<file path="config.mk">
export PLATFORM = sky130hd
export DESIGN_NAME = pattern_det_ctrl
export DESIGN_NICKNAME = d
export VERILOG_FILES = /design/src/rtl/pattern_det_ctrl.sv
export SDC_FILE = /design/constraint.sdc
export NUM_CORES = 1
export LEC_CHECK = 0
export BUFFER_PORTS_ARGS = -buffer_cell sky130_fd_sc_hd__buf_2
export CORE_MARGIN = 2
export CORE_UTILIZATION = 61
export DETAILED_ROUTE_END_ITERATION = 10
export PLACE_DENSITY = 0.84
export SYNTH_ARGS = -nofsm -noshare
export SYNTH_HDL_FRONTEND = slang
export SYNTH_SLANG_ARGS = --single-unit
export TNS_END_PERCENT = 1
</file>
<file path="constraint.sdc">
create_clock -name clk -period 4.2 [get_ports clk]
set_input_delay 0.63 -clock clk [delete_from_list [all_inputs] [get_ports clk]]
set_output_delay 0.63 -clock clk [all_outputs]
set_load 0.1 [all_outputs]
</file>
<file path="src/rtl/pattern_det_ctrl.sv">
// Programmable serial pattern detector: IDLE/RUN/DONE frame sequencer with a Mealy match output.
// Define OVERLAP_EN for overlapping detection; the default restarts the search after every match.
module pattern_det_ctrl #(
  parameter int unsigned PAT_W   = 4,
  parameter int unsigned CNT_W   = 8,
  parameter int unsigned FRAME_W = 8
) (
  input  logic               clk,
  input  logic               reset,
  input  logic               cfg_we,
  input  logic [PAT_W-1:0]   cfg_pat,
  input  logic [3:0]         cfg_len,
  input  logic               start,
  input  logic [FRAME_W-1:0] frame_len,
  input  logic               abort,
  input  logic               x,
  input  logic               x_valid,
  output logic               y,
  output logic               busy,
  output logic               done,
  output logic [CNT_W-1:0]   match_cnt,
  output logic               err
);

  // The oldest history bit never reaches the compare window, so it is not stored.
  localparam int unsigned HistW = (PAT_W > 1) ? PAT_W - 1 : 1;
  localparam logic [3:0] PatWL = 4'(PAT_W);
  localparam logic [FRAME_W-1:0] FrameOne = FRAME_W'(1);

  typedef enum logic [1:0] {StIdle, StRun, StDone} state_e;

  state_e             state;
  logic [PAT_W-1:0]   pattern;
  logic [3:0]         len;
  logic [HistW-1:0]   history;
  logic [3:0]         seen;
  logic [FRAME_W-1:0] bit_cnt;
  logic [FRAME_W-1:0] frame_q;

  logic [PAT_W-1:0]   shifted;
  logic [PAT_W-1:0]   mask;
  logic               cfg_legal;
  logic               hit;
  logic               last_bit;

  always_comb begin
    shifted    = '0;
    shifted[0] = x;
    for (int i = 1; i < int'(PAT_W); i++) shifted[i] = history[i-1];
    mask = '0;
    for (int i = 0; i < int'(PAT_W); i++) mask[i] = (4'(i) < len);
  end

  assign cfg_legal = (cfg_len != 4'd0) && (cfg_len <= PatWL);
  assign hit = (state == StRun) && x_valid && (({1'b0, seen} + 5'd1) >= {1'b0, len}) &&
               (((shifted ^ pattern) & mask) == '0);
  assign y = hit;
  assign last_bit = (bit_cnt == frame_q - FrameOne);

  always_ff @(posedge clk) begin
    if (!reset) begin
      state     <= StIdle;
      pattern   <= '0;
      len       <= PatWL;
      history   <= '0;
      seen      <= '0;
      bit_cnt   <= '0;
      frame_q   <= '0;
      busy      <= 1'b0;
      done      <= 1'b0;
      match_cnt <= '0;
      err       <= 1'b0;
    end else begin
      done <= 1'b0;
      unique case (state)
        StIdle: begin
          if (cfg_we) begin
            if (cfg_legal) begin
              pattern <= cfg_pat;
              len     <= cfg_len;
              err     <= 1'b0;
            end else begin
              err <= 1'b1;
            end
          end
          if (start) begin
            match_cnt <= '0;
            if (frame_len != '0) begin
              state   <= StRun;
              busy    <= 1'b1;
              bit_cnt <= '0;
              seen    <= '0;
              history <= '0;
              frame_q <= frame_len;
            end else begin
              state <= StDone;
              done  <= 1'b1;
            end
          end
        end
        StRun: begin
          if (abort) begin
            state <= StIdle;
            busy  <= 1'b0;
          end else if (x_valid) begin
            bit_cnt <= bit_cnt + FrameOne;
            if (hit && (match_cnt != '1)) match_cnt <= match_cnt + 1'b1;
`ifdef OVERLAP_EN
            history <= shifted[HistW-1:0];
            if (seen < PatWL) seen <= seen + 4'd1;
`else
            if (hit) begin
              history <= '0;
              seen    <= '0;
            end else begin
              history <= shifted[HistW-1:0];
              if (seen < PatWL) seen <= seen + 4'd1;
            end
`endif
            if (last_bit) begin
              state <= StDone;
              busy  <= 1'b0;
              done  <= 1'b1;
            end
          end
        end
        StDone: state <= StIdle;
        default: state <= StIdle;
      endcase
    end
  end

endmodule

</file>
# ---- Yosys cells after proc, flatten, opt, wreduce, memory -nomap -nowiden
# Index checks and enable logic that the tools add are counted.
dict set report totals {
  output_inout_bits 12
  wordCells 96
  inputBits 23
  ff_bits 44
}
dict set report op_classes {
  add_sub_neg 5
  mux 42
  order_cmp 7
  eq_ne 11
  n_reduce_logical 18
  bitwise 2
}
# cell n
set ops {}
lappend ops {{8-bit two-way mux} 8}
lappend ops {{8-bit case mux with 2 select lines} 2}
lappend ops {{4-bit two-way mux} 6}
lappend ops {{8-bit by 1-bit adder with 8-bit output, second input constant} 2}
lappend ops {{3-bit two-way mux} 5}
lappend ops {{5-bit AND reduction} 3}
lappend ops {{1-bit two-way mux} 11}
lappend ops {{2-bit two-way mux} 5}
lappend ops {{3-bit AND reduction} 3}
lappend ops {{8-bit equality test} 1}
lappend ops {{1-bit by 4-bit < comparator with 1-bit output, first input constant} 2}
lappend ops {{2-bit by 4-bit < comparator with 1-bit output, first input constant} 2}
lappend ops {{2-bit != test, second input constant} 4}
lappend ops {{8-bit != test, second input constant} 1}
lappend ops {{4-bit case mux with 2 select lines} 1}
lappend ops {{8-bit nonzero test} 1}
lappend ops {{8-bit by 1-bit subtractor with 8-bit output, second input constant} 1}
lappend ops {{3-bit != test, second input constant} 2}
lappend ops {{3-bit case mux with 2 select lines} 1}
lappend ops {{6-bit AND reduction} 1}
lappend ops {{4-bit by 1-bit adder with 5-bit output, second input constant} 1}
lappend ops {{5-bit by 4-bit greater-or-equal comparator with 1-bit output} 1}
lappend ops {{1-bit logical AND} 5}
lappend ops {{4-bit by 1-bit adder with 4-bit output, second input constant} 1}
lappend ops {{14 further kinds} 15}

# ---- Logic depth before layout (Yosys ltp)
# Gate-level depths: netlist of run 1.
dict set report depth {
  depth_word 9
  mapped_depth 8
  mapped_depth_nobuf 7
}

# ---- Worst setup path after synthesis of run 1
# No wires, ideal clock.
dict set report synth_timing {
  kind {reg2out}
  startpoint {register seen[0]}
  endpoint {output y}
  required_time_ps 3570
  path_buffers 1
  path_slack_ps 758
  t_arrival_ps 2812
  path_stages_with_launch 8
  path_cell_list {dfxtp_1 > ha_1 > xor2_1 > ha_1 > o21ai_0 > o21a_1 > clkbuf_1 > nor2_1}
}
dict set report synth_via {
  elab_chain_len 4
}
# item line_no
set synth_rtl {}
lappend synth_rtl {{start, declared} 36} ;# logic [3:0] seen;
lappend synth_rtl {{start signal, assigned} 117} ;# if (seen < PatWL) seen <= seen + 4'd1;
lappend synth_rtl {{4-bit by 1-bit adder with 5-bit output} 55} ;# assign hit = (state == StRun) && x_valid && (({1'b0, seen} + 5'd1) >= {1'b0, len}) &&
lappend synth_rtl {{5-bit by 4-bit greater-or-equal comparator with 1-bit output} 55}
lappend synth_rtl {{1-bit logical AND (2 in series)} 55}
lappend synth_rtl {{end, declared} 18} ;# output logic y,
# No other way between the ends.

# ---- Worst setup path in the final report of run 1
# Ends and elaborated chain as after synthesis.

==> results of run 1 <==
[routing by layer]
| metal | vias to the layer above | wire length, µm | global-route usage |
|---|---|---|---|
| met4 | 0 | 52 | 0.0867 |
| li1 | 1148 | - | - |
| met5 | - | 0 | 0 |
| met1 | 1058 | 2720 | 0.354 |
| met3 | 7 | 328 | 0.0550 |
| met2 | 75 | 2540 | 0.407 |
[cells by family after synthesis]
logic type	after synthesis
AOI/OAI and AO/OA	63
xor gates and xnor gates	21
adders and majority gates	8
buffers and inverters	16
DFF	44
muxes	13
and+or+nand+nor	127
[path summary, 6_finish.rpt]
kind | start | to | cells after the start
worst min register to register | history[2] | history[2] | 2
worst max-delay path | seen[0] | y | 7
worst max register to register | match_cnt[0] | match_cnt[7] | 6
worst min-delay path | history[2] | history[2] | 2
[cell type report]
type | instances | area (µm²)
multi-input cells | 232 | 1510
fillers | 319 | 1180
flip-flops and latches | 44 | 881
repair buffers | 34 | 170
clock buffers | 6 | 72.6
well taps | 50 | 62.6
clock inverters | 2 | 35.0
inverters | 8 | 30.0
[state kept, by name, summed over array words and instances (netlist names)]
register,count
pattern,4
match_cnt,8
seen,4
done,1
err,1
frame_q,8
len,4
bit_cnt,8
history,3
state,2
busy,1
[worst max-delay path, stage by stage, from the launching register on]
cell and delay, ns:
dfxtp_1 0.43, ha_1 0.25, xor2_1 0.17, ha_1 0.20, o21ai_0 0.11, o21a_1 0.27, nor2_1 0.39, buf_2 0.51
[layout by cell type (no fill, tap or decap), drive strengths merged, types with 4 or more instances in the layout]
cell type | synthesis | final
dfxtp | 44 | 44
a31oi | 6 | 6
nand3 | 14 | 14
nand2b | 9 | 9
o2111ai | 5 | 5
nor2 | 33 | 33
and3 | 7 | 7
xor2 | 9 | 9
a211oi | 4 | 4
nand2 | 30 | 30
buf | 0 | 34
ha | 8 | 8
and4 | 4 | 4
mux2i | 13 | 13
nor4 | 4 | 4
o21ai | 7 | 7
inv | 8 | 8
a21oi | 17 | 17
xnor2 | 12 | 12
clkbuf | 8 | 6
[power by group]
group | switching (mW) | internal (mW)
Sequential | 0.0150 | 0.429
Clock | 0.148 | 0.177
Combinational | 0.0925 | 0.0538
==> key figures, run 1 <==
Setup path
  • Peak fanout along the critical path: 9
  • CP endpoint kind: primary output
  • Startpoint Class: register
  • Worst Path Required: 3.57 ns
  • Critical path arrival: 2.63 ns
  • Flop2flop setup slack: ~1.8 ns
  • Worst Setup Path Type: register to primary output

Logic synthesis
  • Simple-gate share of the synthesized area: 0.266
  • Ys Warns: 0
  • Cell count after synthesis: ~290
  • Complex-gate fraction of the synthesized area: 0.181
  • Mapped Area: 2450 µm²
  • Cell taking the most area after synthesis: dfxtp_1
  • Leading register cell type out of synthesis: dfxtp_1
  • Post-synth top cells: 44 x dfxtp_1, 33 x nor2_1, 30 x nand2_1
  • Top post-synthesis cells by area: dfxtp_1 36%, mux2i_1 5.3%, nor2_1 5.1%
  • Number of synthesized flops with an enable pin: 0
  • Synthesized flop and latch total: 44
  • Most numerous cell in the Yosys netlist: dfxtp_1
  • Avg Inst Size Synth: about 8.4 µm²
  • Post-Synth Adder-Cell Area: 0.0409
  • Synth cell types: slightly below 50
  • Post-Synth XOR/XNOR Area: 0.0751
  • FFs w/ async S/R, synth: 0
  • Sequential cell area fraction in the yosys report: 0.360
  • Net Count, Synth: 323
  • Mux contribution to synthesized area: 0.0531
  • Largest family of logic cells by synthesized area: simple AND/OR/NAND/NOR gates
  • Yosys top cell area share: 0.360

Placed design
  • Placed instance area: 2650 µm²
  • Placed instance count: 368
  • Setup WS pre-CTS: about 1.3 ns
  • Detail Placement HPWL: 4.13 mm
  • GPL Wtd Cong: 0.875
  • PortBufs: 34

STA
  • Pins Over Slew Limit: 0
  • Fin crit share: 0.777
  • Final Skew: between 0.002 and 0.003 ns
  • Setup TNS Final: 0 ns
  • Clock period minus worst slack: ~3.3 ns
  • RSZ-0062 raised after global routing: no
  • Final hold vios: 0
  • Least-Margin Pin Slew: 1.05 ns
  • Worst setup margin: 0.937 ns
  • Hold Slack: 0.487 ns
  • Final setup violation count: 0
  • Max Clk Rate: 306 MHz
  • Normalized max-slew margin: 0.299

Clocking
  • Worst-skew pair later-pin latency: 0.30 ns
  • Clk slew on worst S/H paths: 0.08 ns
  • TritonCTS clock tree: built
  • TritonCTS Sinks: 44
  • Clock Root Buffer: clkbuf_8
  • H-Tree Level Count: 2
  • Post-cts gate resize count: 0
  • Post-CTS setup buffer count: 0
  • Max Buffers Root-to-Sink: 2
  • CTS buffer count: 5
  • Hold Buf Count CTS: 0

Global route
  • Vias in the first global route: 2004
  • Global-route wire length before repair: 8.94 mm
  • Pin count of the biggest net entering global routing: 25
  • Initial antenna violation count: 0
  • Tot GR Track Use: 0.259
  • GR Overflow Total: 0

Drt
  • 1st-pass router iterations: 5
  • Wire per inst: 15.0 µm
  • Final ANT Viol Nets: 0
  • Initial DRC count: 196
  • DRC: 0
  • Detailed-route wire length: 5.64 mm
  • DR vias: 2288
  • Vias per cell: 6.09

Run status
  • Status: complete, no violations

Floorplan
  • Die height: 67.4 µm
  • Row cnt: 23
  • Initial core utilization: 0.621
  • # IOs: 35
  • Core Area: 3940 µm²
  • Die ar.: 4540 µm²
  • Die width: 67.4 µm

Run
  • Total of max-cap violations: 0

Pwr
  • Leakage: 1.18 nW
  • Power density over the cells: 331 nW/µm²
  • Final Power: 0.915 mW
  • Max VDD drop: ~0.00020 V

Final layout
  • Fin util: 0.700
  • Area Overhead vs Synth: 12.7%
  • Post-route cell area: 2760 µm²
  • Layout cell share with drive strength beyond 1: 0.147
  • Nets: between 300 and 400
  • Fin cells: 376
  • Antenna Diode Count: 0

Min path
  • Hold crit path type: register to register
Note: power is estimated with default switching activity, not from simulation.
==> run 2: changes to the inputs <==
CORE_UTILIZATION = 57   (was 61)
PLACE_DENSITY = 0.79   (was 0.84)
clock period = 3.4 ns   (was 4.2 ns; I/O delays follow)
==> run 2 against run 1 <==
  * Clock power rose by 4%
  * Design area barely moved
  * Die area rose by 6.6%
  * Cell count rose by 0.53%
  * Largest power group unchanged
  * Via count fell by 1.2%
  * First-iteration DRC count fell by 47%
  * Critical path type unchanged
  * Worst setup slack got worse by 0.64 ns
  * Wire length fell by 4.1%
  * Combinational power rose by 25%
  * Count of clock-buffer cells in the layout rose by 1
  * Highest routed layer unchanged
  * Worst hold slack got worse by 0.046 ns
==> key figures, run 2 (same netlist as run 1, synthesis figures left out) <==
Run status
  • Status: complete, no violations

Final layout
  • Area Overhead vs Synth: 12.7%
  • Most frequent cells in the layout: 44 x dfxtp_1, 34 x buf_2, 33 x nor2_1, 30 x nand2_1, 17 x a21oi_1
  • Layout cell share with drive strength beyond 1: 0.152
  • Top Registers: bit_cnt x8, frame_q x8, match_cnt x8
  • Fin util: 0.681
  • Most common cell after layout, fill and taps aside: dfxtp_1
  • Nets: 358
  • Antenna Diode Count: 0

Pwr
  • Comb power frac: 0.171
  • Final Power: 1.07 mW
  • Internal power: 0.764 mW
  • Clock share of power: 0.317
  • Net switching power: between 0.3 and 0.4 mW
  • Sequential share of power: 0.513
  • Max VDD drop: around 0.00026 V
  • Leakage: between 1 and 1.5 nW
  • Sw Ratio: 0.285
  • Power density over the cells: 387 nW/µm²

STA
  • Final hold vios: 0
  • Normalized max-slew margin: 0.476
  • Final Skew: 0.00773 ns
  • Fin crit share: 0.913
  • Hold Slack: 0.441 ns
  • Clock period minus worst slack: 3.11 ns
  • Final setup violation count: 0
  • RSZ-0062 raised after global routing: no
  • Max Clk Rate: 322 MHz
  • Setup TNS Final: 0 ns
  • Pins Over Slew Limit: 0
  • Least-Margin Pin Slew: 0.785 ns

Floorplan
  • Die height: 69.6 µm
  • Die width: 69.6 µm
  • Initial core utilization: 0.604
  • # IOs: 35
  • Core Area: roughly 4100 µm²
  • Row cnt: 23
  • Die ar.: 4840 µm²

Setup path
  • Startpoint Class: register
  • Worst R2R Path Depth: 5
  • CP top delay family: adder cells
  • CP Cell Sequence: ha_1 -> xor2_1 -> ha_1 -> o21ai_0 -> o21a_1 -> nor2_1 -> buf_2
  • CP endpoint kind: primary output
  • Worst Path Required: just under 3 ns
  • Buffers & Inverters on Critical Path: 1
  • Peak fanout along the critical path: 9
  • Critical path arrival: 2.60 ns
  • Number of cells on the critical path: 7
  • Worst Setup Path Type: register to primary output
  • Cell repeated most along the worst path: ha_1
  • CP peak stage delay: approximately 0.5 ns
  • Slowest CP cell: buf_2

Drt
  • Detailed-route wire length: 5.41 mm
  • 1st-pass router iterations: 4
  • Vias per cell: about 6
  • Final ANT Viol Nets: 0
  • Initial DRC count: 103
  • Wire per inst: 14.3 µm
  • DRC: 0
  • DR vias: 2261

Placed design
  • Detail Placement HPWL: between 4 and 5 mm
  • GPL Wtd Cong: 0.850
  • PortBufs: 34

Global route
  • GR Overflow Total: 0
  • Tot GR Track Use: 0.237
  • Pin count of the biggest net entering global routing: 25
  • Vias in the first global route: 2039
  • Global-route wire length before repair: 9.47 mm
  • Initial antenna violation count: 0

Min path
  • Hold depth: 3
  • Hold crit path type: primary input to register

Clocking
  • TritonCTS Sinks: 44
  • Post-CTS setup buffer count: 0
  • Worst-skew pair later-pin latency: 0.29 ns
  • Max Buffers Root-to-Sink: 2
  • H-Tree Level Count: 2
  • TritonCTS clock tree: built
  • Post-cts gate resize count: 0
  • Clock Root Buffer: clkbuf_8
  • CTS buffer count: 5
  • Clk slew on worst S/H paths: 0.08 ns
  • Hold Buf Count CTS: 0

Run
  • Total of max-cap violations: 0
[run 2: changes by cell type in the layout (fill, tap and decap cells not counted), sizes merged]
| cell | previous run | this run |
|---|---|---|
| buf | 34 | 36 |
| bufinv | 1 | 0 |
| clkbuf | 6 | 7 |
| clkinv | 1 | 0 |
| clkinvlp | 0 | 1 |
[run 2: area by class of cell]
| class | count | area [µm²] |
|---|---|---|
| Inverter | 8 | 30.0 |
| Sequential cell | 44 | 881 |
| Clock inverter | 1 | 7.51 |
| Fill cell | 357 | 1300 |
| Multi-Input combinational cell | 232 | 1510 |
| Tap cell | 50 | 62.6 |
| Clock buffer | 7 | 86.3 |
| Timing Repair Buffer | 36 | 185 |
[run 2: through the flow]
stage / setup WS, ns / std cells / instance area (µm²)
floorplan: 0.0780 / 292 / 2450
global placement: 0.690 / 370 / 2670
CTS: 0.305 / 378 / 2760
global route: 0.101 / 378 / 2760
detailed placement: 0.626 / 370 / 2670
finish: 0.295 / 378 / 2760
[run 2: worst paths after layout]
kind         slack [ns]         end       start
max reg2reg        1.07        done  frame_q[0]
max                0.29           y     seen[0]
min reg2reg        0.47  frame_q[7]  frame_q[7]
min                0.44  pattern[3]  cfg_pat[3]
[run 2: worst register-to-register path, stage by stage (launching register included)]
cell and delay (ns):
dfxtp_1 0.37, or4_4 0.56, or4_1 0.48, o211a_1 0.14, a2111o_1 0.41, o32ai_1 0.27
[run 2: routing by layer]
layer  global-route usage  vias up  routed length (µm)
met5                    0        -                   0
met2                0.369       63                2410
met4               0.0436        0                  23
met3               0.0465        4                 242
li1                     -     1156                   -
met1                0.345     1038                2730
[run 2: power by group through the flow]
| stage | registers [mW] | clock network (mW) | logic, mW |
|---|---|---|---|
| after CTS | 0.547 | 0.350 | 0.182 |
| after global routing | 0.550 | 0.366 | 0.204 |
| after floorplan | 0.571 | 0 | 0.119 |
| after global placement | 0.559 | 0 | 0.177 |
| after detailed placement | 0.560 | 0 | 0.180 |
| final | 0.548 | 0.339 | 0.182 |
==> run 3: changes to the inputs <==
PLACE_DENSITY = unset   (was 0.79)
PLACE_DENSITY_LB_ADDON = 0.05   (was unset)
RECOVER_POWER = 100   (was unset)
==> run 3 against run 2 <==
  * Register-to-register slack worse by 0.03 ns
  * Clock skew down 0.0029 ns
  * Wire length is 2.2% higher
  * Count of clock-buffer cells in the layout unchanged
  * Non-clock buffer count is 2 higher
  * Via count about the same
  * Sequential share of layout area is 0.30 points lower
  * Maximum frequency is 1.9% lower
  * Flip-flop and latch count unchanged
  * Combinational power is essentially flat
==> key figures, run 3 (same netlist as run 1, synthesis figures left out) <==
Global route
  • Vias in the first global route: 2086
  • GR Overflow Total: 0
  • Global-route wire length before repair: 9.70 mm
  • Tot GR Track Use: 0.245
  • Initial antenna violation count: 0
  • Pin count of the biggest net entering global routing: 24

Setup path
  • Peak fanout along the critical path: 9
  • Worst Setup Path Type: register to primary output
  • Slowest CP cell: clkbuf_2
  • Worst Path Required: 2.89 ns
  • CP Cell Sequence: ha_1 -> xor2_1 -> ha_1 -> o21ai_0 -> o21a_1 -> nor2_1 -> clkbuf_2
  • Cell repeated most along the worst path: ha_1
  • Critical path arrival: 2.66 ns
  • Startpoint Class: register
  • CP peak stage delay: roughly 0.54 ns
  • CP endpoint kind: primary output

Drt
  • Detailed-route wire length: 5.53 mm
  • Initial DRC count: 186
  • 1st-pass router iterations: 4
  • Final ANT Viol Nets: 0
  • Vias per cell: 5.95
  • Wire per inst: 14.5 µm
  • DRC: 0
  • DR vias: between 2000 and 2500

Placed design
  • GPL Wtd Cong: 0.826
  • Placed instance count: 372
  • Detail Placement HPWL: just over 4 mm
  • Setup WS pre-CTS: between 0.6 and 0.7 ns
  • Placed instance area: about 2700 µm²
  • PortBufs: 34

Final layout
  • Most frequent cells in the layout: 44 x dfxtp_1, 33 x nor2_1, 30 x nand2_1, 22 x buf_2, 17 x a21oi_1
  • Antenna Diode Count: 0
  • Fin cells: between 300 and 400
  • Nets: 360
  • Top Registers: bit_cnt x8, frame_q x8, match_cnt x8
  • Fillers: approximately 360
  • Storage element area: about 880 µm²
  • Area of the multi-input gates: 1510 µm²
  • Most common cell after layout, fill and taps aside: dfxtp_1
  • Post-route cell area: 2790 µm²
  • Area Overhead vs Synth: 13.8%
  • Fin util: 0.687
  • Layout cell share with drive strength beyond 1: 0.121

Floorplan
  • # IOs: 35
  • Die width: 69.6 µm
  • Initial core utilization: 0.604
  • Die height: 69.6 µm
  • Core Area: around 4100 µm²
  • Row cnt: 23
  • Die ar.: 4840 µm²

STA
  • Normalized max-slew margin: 0.224
  • Final setup violation count: 0
  • Clock period minus worst slack: between 3 and 4 ns
  • Setup TNS Final: 0 ns
  • Worst setup margin: 0.235 ns
  • Least-Margin Pin Slew: 1.17 ns
  • RSZ-0062 raised after global routing: no
  • Max Clk Rate: 316 MHz
  • Pins Over Slew Limit: 0
  • Hold Slack: 0.435 ns
  • Final hold vios: 0
  • Final Skew: 0.00485 ns
  • Fin crit share: 0.931

Clocking
  • Hold Buf Count CTS: 0
  • Worst-skew pair later-pin latency: around 0.30 ns
  • Post-CTS setup buffer count: 0
  • Post-cts gate resize count: 0
  • Clock Root Buffer: clkbuf_8
  • H-Tree Level Count: 2
  • Clk slew on worst S/H paths: 0.08 ns
  • CTS buffer count: 5
  • TritonCTS Sinks: 44
  • TritonCTS clock tree: built
  • Max Buffers Root-to-Sink: 2

Run
  • Total of max-cap violations: 0

Pwr
  • Leakage: 1.16 nW
  • Max VDD drop: between 0.0002 and 0.0003 V
  • Final Power: 1.17 mW
  • Power density over the cells: 420 nW/µm²

Run status
  • Status: complete, no violations

Min path
  • Hold crit path type: primary input to register
run 3: cell types whose count changed in the layout (fill, tap and decap cells not counted):
cell        delta
clkbuf_1      +11
or4_1          +1
and2_1         -1
clkinvlp_4     -1
and2_0         +1
buf_2         -12
buf_4          +1
clkbuf_8       +1
clkbuf_2       +1
bufinv_16      +1
or4_4          -1
run 3: layout make-up:
type | instances | area share
clock buffers | 7 | 0.0346
clock inverters | 1 | 0.0108
inverters | 8 | 0.0108
multi-input cells | 232 | 0.540
flip-flops and latches | 44 | 0.316
well taps | 50 | 0.0224
repair buffers | 38 | 0.0655
run 3: worst paths after layout:
| path | slack [ns] | from | cells past startpoint | end |
|---|---|---|---|---|
| worst max register to register | 1.04 | frame_q[0] | 5 | state[0] |
| worst min-delay path | 0.43 | cfg_pat[3] | 3 | pattern[3] |
| worst min register to register | 0.47 | frame_q[7] | 2 | frame_q[7] |
| worst max-delay path | 0.23 | seen[0] | 7 | y |
run 3: where the power goes:
group	total [mW]	switching [mW]	internal [mW]
logic	0.182	0.114	0.0676
clock network	0.440	0.181	0.259
registers	0.548	0.0180	0.530
total	1.17	0.313	0.857
run 3: critical path: cells and delay by family, from the launching register on:
| kind | cells | cell delay (ns) |
|---|---|---|
| AOI/OAI and AO/OA | 2 | 0.39 |
| adders and majority gates | 2 | 0.42 |
| buffers and inverters | 1 | 0.54 |
| DFF | 1 | 0.43 |
| and+or+nand+nor | 1 | 0.40 |
| xor gates and xnor gates | 1 | 0.18 |
run 3: layer usage:
metal	vias up	share of wire	GRT usage
met4	0	0.013	0.0784
met5	-	0	0
met3	7	0.046	0.0363
met2	52	0.43	0.379
li1	1151	-	-
met1	1050	0.51	0.351
